$ cat config.mk
export PLATFORM = sky130hd
export DESIGN_NAME = imem_arbiter
export DESIGN_NICKNAME = d
export VERILOG_FILES = /design/src/rtl/imem_arbiter.sv
export SDC_FILE = /design/constraint.sdc
export NUM_CORES = 1
export LEC_CHECK = 0
export ABC_AREA = 0
export CAP_MARGIN = 20
export CELL_PAD_IN_SITES_DETAIL_PLACEMENT = 0
export CELL_PAD_IN_SITES_GLOBAL_PLACEMENT = 1
export CORE_MARGIN = 4
export CORE_UTILIZATION = 24
export DETAILED_ROUTE_END_ITERATION = 12
export GPL_TIMING_DRIVEN = 0
export PLACE_DENSITY = 0.81
export SYNTH_ARGS = -nofsm -noshare
export SYNTH_HDL_FRONTEND = slang
export SYNTH_SLANG_ARGS = --single-unit
$ cat constraint.sdc
create_clock -name i_clk -period 3.8 [get_ports i_clk]
set_clock_uncertainty 0.15 [all_clocks]
set_input_delay 1.14 -clock i_clk [delete_from_list [all_inputs] [get_ports i_clk]]
set_output_delay 1.14 -clock i_clk [all_outputs]
set_load 0.05 [all_outputs]
$ cat src/rtl/imem_arbiter.sv
// Instruction-memory arbiter: shares one synchronous-read memory port between the IF stage and a loader.
// Optional build macro IMEM_ADDR_CHECK_EN blocks out-of-range / misaligned accesses instead of wrapping.
module imem_arbiter #(
  parameter int DEPTH        = 256,
  parameter int MAX_LD_BURST = 4
) (
  input  logic                     i_clk,
  input  logic                     i_reset,
  input  logic                     i_if_req,
  input  logic [31:0]              i_if_addr,
  output logic [31:0]              o_if_data,
  output logic                     o_if_valid,
  output logic                     o_stall_if,
  input  logic                     i_ld_req,
  input  logic                     i_ld_we,
  input  logic [31:0]              i_ld_addr,
  input  logic [31:0]              i_ld_wdata,
  output logic                     o_ld_gnt,
  output logic [31:0]              o_ld_rdata,
  output logic                     o_ld_rvalid,
  output logic                     o_mem_en,
  output logic                     o_mem_we,
  output logic [$clog2(DEPTH)-1:0] o_mem_addr,
  output logic [31:0]              o_mem_wdata,
  input  logic [31:0]              i_mem_rdata
);

  localparam int AW = $clog2(DEPTH);
  localparam int BW = $clog2(MAX_LD_BURST + 1);
  localparam logic [31:0] RESET_INSTR = 32'h0800_0000;

  typedef enum logic [1:0] {S_IDLE, S_FETCH, S_LOAD} state_t;
  typedef enum logic [2:0] {OWN_NONE, OWN_IF, OWN_LD, OWN_IF_BAD, OWN_LD_BAD} owner_t;

  state_t          w_state;
  owner_t          r_owner, w_owner_nxt;
  logic [BW-1:0]   r_burst;
  logic [31:0]     r_if_hold, r_ld_hold;
  logic            w_burst_full, w_if_gnt, w_ld_gnt, w_if_ok, w_ld_ok;
  logic [AW-1:0]   w_if_idx, w_ld_idx;
  logic            w_if_valid, w_ld_valid;
  logic [31:0]     w_if_rd, w_ld_rd;
  logic            w_unused;

  assign w_if_idx     = i_if_addr[AW+1:2];
  assign w_ld_idx     = i_ld_addr[AW+1:2];
  assign w_burst_full = (r_burst == BW'(MAX_LD_BURST));

`ifdef IMEM_ADDR_CHECK_EN
  assign w_if_ok = (i_if_addr[1:0] == 2'b00) && ({2'b00, i_if_addr[31:2]} < 32'(DEPTH));
  assign w_ld_ok = (i_ld_addr[1:0] == 2'b00) && ({2'b00, i_ld_addr[31:2]} < 32'(DEPTH));
`else
  assign w_if_ok = 1'b1;
  assign w_ld_ok = 1'b1;
`endif

  // Bits outside the word index only matter when the address check is built in.
  assign w_unused = ^{i_if_addr[31:AW+2], i_if_addr[1:0], i_ld_addr[31:AW+2], i_ld_addr[1:0]};

  // Grant is decided combinationally so the memory samples it on the same edge.
  always_comb begin
    w_state = S_IDLE;
    if (i_reset) begin
      if (i_ld_req && !(i_if_req && w_burst_full)) w_state = S_LOAD;
      else if (i_if_req)                           w_state = S_FETCH;
    end
  end

  assign w_if_gnt = (w_state == S_FETCH);
  assign w_ld_gnt = (w_state == S_LOAD);

  assign o_ld_gnt    = w_ld_gnt;
  assign o_stall_if  = i_reset && i_if_req && !w_if_gnt;
  assign o_mem_en    = (w_if_gnt && w_if_ok) || (w_ld_gnt && w_ld_ok);
  assign o_mem_we    = w_ld_gnt && i_ld_we && w_ld_ok;
  assign o_mem_addr  = w_ld_gnt ? w_ld_idx : w_if_idx;
  assign o_mem_wdata = i_ld_wdata;

  always_comb begin
    w_owner_nxt = OWN_NONE;
    case (w_state)
      S_FETCH: w_owner_nxt = w_if_ok ? OWN_IF : OWN_IF_BAD;
      S_LOAD:  if (!i_ld_we) w_owner_nxt = w_ld_ok ? OWN_LD : OWN_LD_BAD;
      default: w_owner_nxt = OWN_NONE;
    endcase
  end

  // Blocked fetches return a jump-to-0; blocked loader reads return zero.
  assign w_if_valid = i_reset && ((r_owner == OWN_IF) || (r_owner == OWN_IF_BAD));
  assign w_ld_valid = i_reset && ((r_owner == OWN_LD) || (r_owner == OWN_LD_BAD));
  assign w_if_rd    = (r_owner == OWN_IF) ? i_mem_rdata : RESET_INSTR;
  assign w_ld_rd    = (r_owner == OWN_LD) ? i_mem_rdata : 32'h0;

  assign o_if_valid  = w_if_valid;
  assign o_ld_rvalid = w_ld_valid;
  assign o_if_data   = !i_reset ? RESET_INSTR : (w_if_valid ? w_if_rd : r_if_hold);
  assign o_ld_rdata  = !i_reset ? 32'h0       : (w_ld_valid ? w_ld_rd : r_ld_hold);

  always_ff @(posedge i_clk) begin
    if (!i_reset) begin
      r_owner   <= OWN_NONE;
      r_burst   <= '0;
      r_if_hold <= RESET_INSTR;
      r_ld_hold <= 32'h0;
    end else begin
      r_owner <= w_owner_nxt;
      if (w_if_valid) r_if_hold <= w_if_rd;
      if (w_ld_valid) r_ld_hold <= w_ld_rd;
      if (!i_if_req || w_if_gnt)            r_burst <= '0;
      else if (w_ld_gnt && !w_burst_full)   r_burst <= r_burst + BW'(1);
    end
  end

endmodule

; ---- Word-level counts from Yosys, hierarchy flattened
; Cells that the tools add are included.
[op_classes]
add_sub_neg = 1
n_eq_ne = 7
muxes = 12
n_bitwise = 1
reduce_logical = 17
[op_table]
columns = op, count
row1 = 2-to-1 mux 32 bit, 6
row2 = logical AND 1 bit, 8
row3 = 2-to-1 mux 8 bit, 1
row4 = equality test 3 x 2 -> 1 bit (second input constant), 2
row5 = equality test 3 bit (second input constant), 2
row6 = 2-to-1 mux 2 bit, 3
row7 = zero test 1 bit, 4
row8 = logical OR 1 bit, 4
row9 = case mux 2 bit (2 select lines), 1
row10 = adder 3 x 1 -> 3 bit (second input constant), 1
row11 = equality test 3 x 1 -> 1 bit (second input constant), 1
row12 = equality test 2 x 1 -> 1 bit (second input constant), 1
row13 = equality test 2 bit (second input constant), 1
row14 = OR reduction 2 bit, 1
row15 = 2-to-1 mux 1 bit, 1
row16 = inverter 1 bit, 1
[word_totals]
regBits = 70
input_bits = 133
out_inout_bits = 110
word_cells = 42

; ---- Longest topological paths before layout
; Gate-level depths: netlist of the first run.
[depth]
depth_word = 9
mapped_depth = 8
ltp_nobuf = 7

; ---- Worst setup path after synthesis of the first run
; OpenSTA, ideal clock, no wires.
[synth_path]
kind = in2out
startpoint = input i_reset
endpoint = output o_mem_addr[0]
arrival_time_ns = 2.948
t_required_ns = 2.510
setup_slack_ns = -0.438
stages = 6
path_buffers = 3
cell_sequence = buf_2 > buf_2 > and3_1 > ha_1 > buf_2 > mux2_1
[synth_via]
elab_chain_cells = 3
[synth_rtl]
columns = element, line
row1 = "start, declared", 8  ; input logic i_reset,
row2 = 2-to-1 mux 2 bit, 63  ; if (i_reset) begin
row3 = equality test 2 bit, 70  ; assign w_ld_gnt = (w_state == S_LOAD);
row4 = via o_ld_gnt, 18  ; output logic o_ld_gnt,
row5 = 2-to-1 mux 8 bit, 76  ; assign o_mem_addr = w_ld_gnt ? w_ld_idx : w_if_idx;
row6 = "end, declared", 23  ; output logic [$clog2(DEPTH)-1:0] o_mem_addr,
; The timed path passes the listed nets, and every way through them passes these cells.

; ---- Worst setup path after layout of the first run
[layout_path]
startpoint = input i_reset
endpoint = output o_mem_addr[4]
[layout_via]
elab_chain_cells = 3
[layout_rtl]
columns = element, line
row1 = 2-to-1 mux 2 bit, 63
row2 = equality test 2 bit, 70
row3 = 2-to-1 mux 8 bit, 76
; Every way passes these cells.

==> results of run 1 <==
## flip-flops by register name, summed over array words and instances, names as in the netlist
signal	cells
r_if_hold	32
r_ld_hold	32
r_burst	3
r_owner	2
## per-stage QoR
stage	setup slack, ns	hold slack (ns)	std cells	power, W	instance area (um2)
3_5_place_dp	-1.35	0.309	693	0.00113	5210
2_1_floorplan	0.00948	0.340	355	0.000978	3370
5_1_grt	0.00444	0.333	715	0.00198	5460
3_3_place_gp	-1.32	0.306	693	0.00112	5210
6_report	0.0503	0.319	715	0.00190	5460
4_1_cts	0.000487	0.318	715	0.00194	5590
## path summary, 6_finish.rpt
kind / start / end / slack [ns] / depth (start not counted)
min reg2reg: r_if_hold[26]$_DFF_P_ / r_if_hold[26]$_DFF_P_ / 0.32 / 2
max reg2reg: r_burst[0]$_SDFFE_PP0P_ / r_burst[0]$_SDFFE_PP0P_ / 1.81 / 8
min: r_if_hold[26]$_DFF_P_ / r_if_hold[26]$_DFF_P_ / 0.32 / 2
max: i_reset / o_mem_addr[4] / 0.05 / 8
## worst max-delay path, delay by kind of cell
family	cells	cell delay, ns
and+or+nand+nor	1	0.18
buffers and inverters	5	0.63
adders and majority gates	1	0.19
muxes	1	0.31
## cell usage in the layout (no fill, tap or decap), types with 13 or more instances in the layout
cell,netlist,routed
a21boi_1,32,32
buf_2,11,13
buf_4,33,36
clkbuf_2,0,32
clkdlybuf4s15_2,0,31
clkdlybuf4s50_1,0,82
dfxtp_1,69,69
inv_1,35,35
mux2i_1,34,34
nand2_1,34,33
nand2b_1,31,31
nand3b_1,32,32
## final cells by class
class | instances | area (um2)
Clock buffer | 12 | 256
Clock inverter | 4 | 22.5
Timing Repair Buffer | 168 | 1560
Fill cell | 1325 | 7940
Tap cell | 176 | 220
Buffer | 55 | 412
Sequential cell | 69 | 1380
Inverter | 36 | 135
Multi-Input combinational cell | 195 | 1470
## logic make-up after synthesis
kind of cell / synth area share, %
flops: 41.6
buf+inv: 15.7
compound gates: 7.91
simple gates: 20.4
fa+ha+maj: 1.51
mux: 13.0
## power breakdown
group	internal, W	total, W	switching (W)
logic	0.000168	0.000381	0.000213
clock network	0.000474	0.000780	0.000307
registers	0.000734	0.000737	0.00000308
## per-layer routing
| metal | vias up | global-route usage, % | part of all wire (%) |
|---|---|---|---|
| met4 | 0 | 4.78 | 1.5 |
| met5 | - | 0 | 0 |
| li1 | 1482 | - | - |
| met3 | 11 | 5.12 | 8.4 |
| met1 | 1403 | 15.3 | 40 |
| met2 | 123 | 22.6 | 50 |
## what timing repair did
| action | in CTS | in global routing |
|---|---|---|
| endpoints found under the hold margin | 0 | 0 |
| buffers inserted | 3 | 0 |
| endpoints found under the setup margin | 78 | 43 |
| resized for setup | 228 | 51 |
| gates cloned | 3 | 0 |
==> flow_summary.toml, run 1 <==
[floorplanning]
start_util_pct = 24.8
dieWidth_um = 126
core_um2 = 13400
die_area_um2 = 15800
ios = 243
die_y_um = 126
rows = 42

[clocking]
clock_sinks = 69
clockBufferDepth = 2
cts_max_level = 3
cts_tree = "built"
cts_buffers = 9
clkLatencyLatePin_ns = 0.33
cts_hold_buf = 0
cts.reportedPaths.clkPinSlew_ns = 0.05
cts_root_buf = "clkbuf_16"

[pwr]
leakagePower_nw = 2.50
irDropWorstVdd_uv = 175
powerDensity_nw_per_um2 = 348

[drt]
drc = 0
vias = 3019
firstDrtPassIters = 4
ant_nets = 0
routed_via_density = 4.22
wire_per_inst_um = 14.8
drtIter0Drc = 84
wl_um = 10600

[yosys]
synth_top_area_share_pct = 41.6
ys_ff_latch = 69
netlist_top_cells_count = "dfxtp_1 (69), inv_1 (35), mux2i_1 (34), nand2_1 (34), buf_4 (33)"
netlist_instances = 355
synthArstFlopShare_pct = 0
synth.most_common_cell = "dfxtp_1"
synth_nets = 492
syn_avg_cell_area_um2 = 9.36
yosysTopAreaCell = "dfxtp_1"
synth_edf_count = 0
synth-main-ff-cell = "dfxtp_1"
yosysSeqAreaShare_pct = 41.6
synth_area_leaders = "dfxtp_1 (42%), mux2i_1 (10%), buf_4 (7.5%)"
yosysWarnings = 0
ys_types = 29
mappedNetlistArea_um2 = 3320

[placed_design]
hpwl_um = 8020
io_buffers = 162
place.gp.congestion = 0.742

[sta]
rsz0062_at_grt = "false"
fin_setup_tns_ns = 0
finalMaxSlewViolations = 0
clock.fmax_ghz = 0.267
period_share_pct = 98.7
hold_violations = 0
max_slew_margin_pct = 64.4
post-route-min-period_ns = 3.75
tightest_slew_ns = 0.537
setup_viol = 0

[critical_path]
cp-end-kind = "output port"
cp.arrival_ns = 2.46
critPathSlowestCell = "mux2_4"
start_kind = "input port"
cpPeakStageDelay_ns = 0.31
crit_type = "in2out"
path_cells = "buf_8 -> buf_8 -> buf_6 -> and3_4 -> ha_4 -> buf_8 -> mux2_4 -> buf_8"
cp.required_ns = 2.51
worst_path_most_repeated_cell = "buf_8"
cp_max_fo = 6

[run]
drv_cap = 0

[final_layout]
final_core_util_pct = 40.8
layout.nets = 671
drive_above_1_share_pct = 29.1
syn_to_final_growth_pct = 64.3
n_antenna_cell = 0

[grt]
antenna_found_initial = 0
gr-total-overflow = 0
grt_pass1_vias = 3197
track_usage_pct = 13.3
grt_pass1_wl_um = 16700
grt_start_max_net_pins = 12

[min_path]
hold_class = "reg2reg"

[status]
status = "completed"
Note: power is estimated with default switching activity, not from simulation.
==> run 2, diff against run 1 <==
Settings changed: TNS_END_PERCENT set to 1.
==> run 2 against run 1 <==
Against the previous run: the run now ends with setup timing left; global-route usage about the same; register-to-register slack improved by 0.12 ns; non-clock buffer count fell by 2; sequential power is essentially flat; largest power group unchanged.
==> flow_summary.toml, run 2 (synthesis gave the netlist of run 1 again) <==
[clocking]
cts_root_buf = "clkbuf_16"
clockBufferDepth = 2
cts_hold_buf = 0
cts_max_level = 3
clkLatencyLatePin_ns = 0.33
cts_tree = "built"
cts.reportedPaths.clkPinSlew_ns = 0.05
clock_sinks = 69
cts_buffers = 9

[pwr]
comb_power_share_pct = 19.9
internal-power_w = 0.00136
leakagePower_nw = 2.52
powerDensity_nw_per_um2 = 346
switching_share_pct = 27.1
irDropWorstVdd_uv = 182
p_seq_share_pct = 39.4
clkPwrFrac_pct = 40.7
p_sw_w = 0.000506

[floorplanning]
dieWidth_um = 126
die_area_um2 = 15800
rows = 42
start_util_pct = 24.8
die_y_um = 126
ios = 243
core_um2 = 13400

[grt]
antenna_found_initial = 0
grt_start_max_net_pins = 11
grt_pass1_vias = 3204
track_usage_pct = 13.3
gr-total-overflow = 0
grt_pass1_wl_um = 16500

[final_layout]
top_regs = "r_if_hold (32), r_ld_hold (32), r_burst (3)"
mostFrequentLayoutCells = "clkdlybuf4s50_1 (81), dfxtp_1 (69), buf_4 (38), inv_1 (35)"
final_core_util_pct = 40.3
syn_to_final_growth_pct = 62.7
final_cells = 711
layout.nets = 669
final_common_cell = "clkdlybuf4s50_1"
fin_area_um2 = 5410
n_antenna_cell = 0
drive_above_1_share_pct = 27.9

[drt]
wl_um = 10400
drc = 0
ant_nets = 0
drtIter0Drc = 86
wire_per_inst_um = 14.6
firstDrtPassIters = 4
vias = 2970
routed_via_density = 4.18

[critical_path]
start_kind = "input port"
path_delay_family = "buffers and inverters"
path_cells = "buf_4 -> buf_8 -> buf_6 -> and3_4 -> ha_4 -> mux2_2 -> clkdlybuf4s15_2"
crit_type = "in2out"
cp.required_ns = 2.51
crit_buf_inv = 4
cp.arrival_ns = 2.53
cp_max_fo = 10
cpPeakStageDelay_ns = 0.33
cp-end-kind = "output port"
critPathSlowestCell = "mux2_2"

[placed_design]
hpwl_um = 8050
dp_cells = 693
placed_area_um2 = 5200
place.gp.congestion = 0.720
io_buffers = 162
post-place-ws_ns = -1.44

[status]
status = "complete, but fails checks"
violations = "setup timing"

[sta]
hold_violations = 0
tightest_slew_ns = 0.534
post-route-min-period_ns = 3.82
whs_ns = 0.313
rsz0062_at_grt = "true"
setup_viol = 1
max_slew_margin_pct = 64.3
period_share_pct = 100
finalMaxSlewViolations = 0
clock.fmax_ghz = 0.262
worst_slack_ns = -0.0153

[run]
drv_cap = 0

[min_path]
hold_class = "reg2reg"
==> run 2: area by class of cell <==
type	count	area, um2
multi-input combinational	195	1470
buffer	55	412
timing repair buffer	166	1530
fill	1345	7990
tap	176	220
clock inverter	2	10.0
clock buffer	12	256
inverter	36	135
sequential	69	1380
==> run 2: final timing paths <==
check / start / to / slack (ns) / cells after the start
setup / recovery: i_reset / o_mem_addr[7] / -0.02 / 7
hold / removal: r_ld_hold[29]$_DFF_P_ / r_ld_hold[29]$_DFF_P_ / 0.31 / 2
setup reg to reg: r_burst[0]$_SDFFE_PP0P_ / r_burst[1]$_SDFFE_PP0P_ / 1.93 / 7
hold reg to reg: r_ld_hold[29]$_DFF_P_ / r_ld_hold[29]$_DFF_P_ / 0.31 / 2
==> run 2: power groups by stage <==
stage | Sequential, W | Clock (W) | Combinational (W)
after floorplan | 0.000752 | 0 | 0.000226
after global placement | 0.000752 | 0 | 0.000371
after detailed placement | 0.000752 | 0 | 0.000374
after CTS | 0.000737 | 0.000792 | 0.000380
after global routing | 0.000737 | 0.000822 | 0.000394
final | 0.000737 | 0.000761 | 0.000373
==> run 2: routing by layer <==
metal	routed length (um)	vias up	share of wire, %	track usage (%)
li1	-	1474	-	-
met1	4080	1365	39	14.3
met2	5320	116	51	23.4
met3	759	15	7.3	4.28
met4	230	0	2.2	6.51
met5	0	-	0	0
==> run 2: worst reg2reg max path, delay by kind of cell (launching register included) <==
kind	cells	cell delay, ns
fa+ha+maj	2	0.39
mux	1	0.22
compound gates	1	0.29
flops	1	0.37
buf+inv	1	0.06
simple gates	2	0.32
==> run 2: metrics by stage <==
stage	setup TNS (ns)	total power [W]
after global routing	-0.456	0.00195
after floorplan	-0.383	0.000978
after detailed placement	-72.14	0.00113
after CTS	-0.0407	0.00191
after global placement	-71.45	0.00112
final	-0.0153	0.00187
==> run 2: repair_timing <==
| action | 4_1_cts | 5_1_grt |
|---|---|---|
| setup endpoints to repair | 78 | 42 |
| hold endpoints to repair | 0 | 0 |
| gates resized for setup | 251 | 55 |
| pin swaps | 0 | 0 |
| buffers inserted | 3 | 0 |
| gates cloned | 1 | 0 |
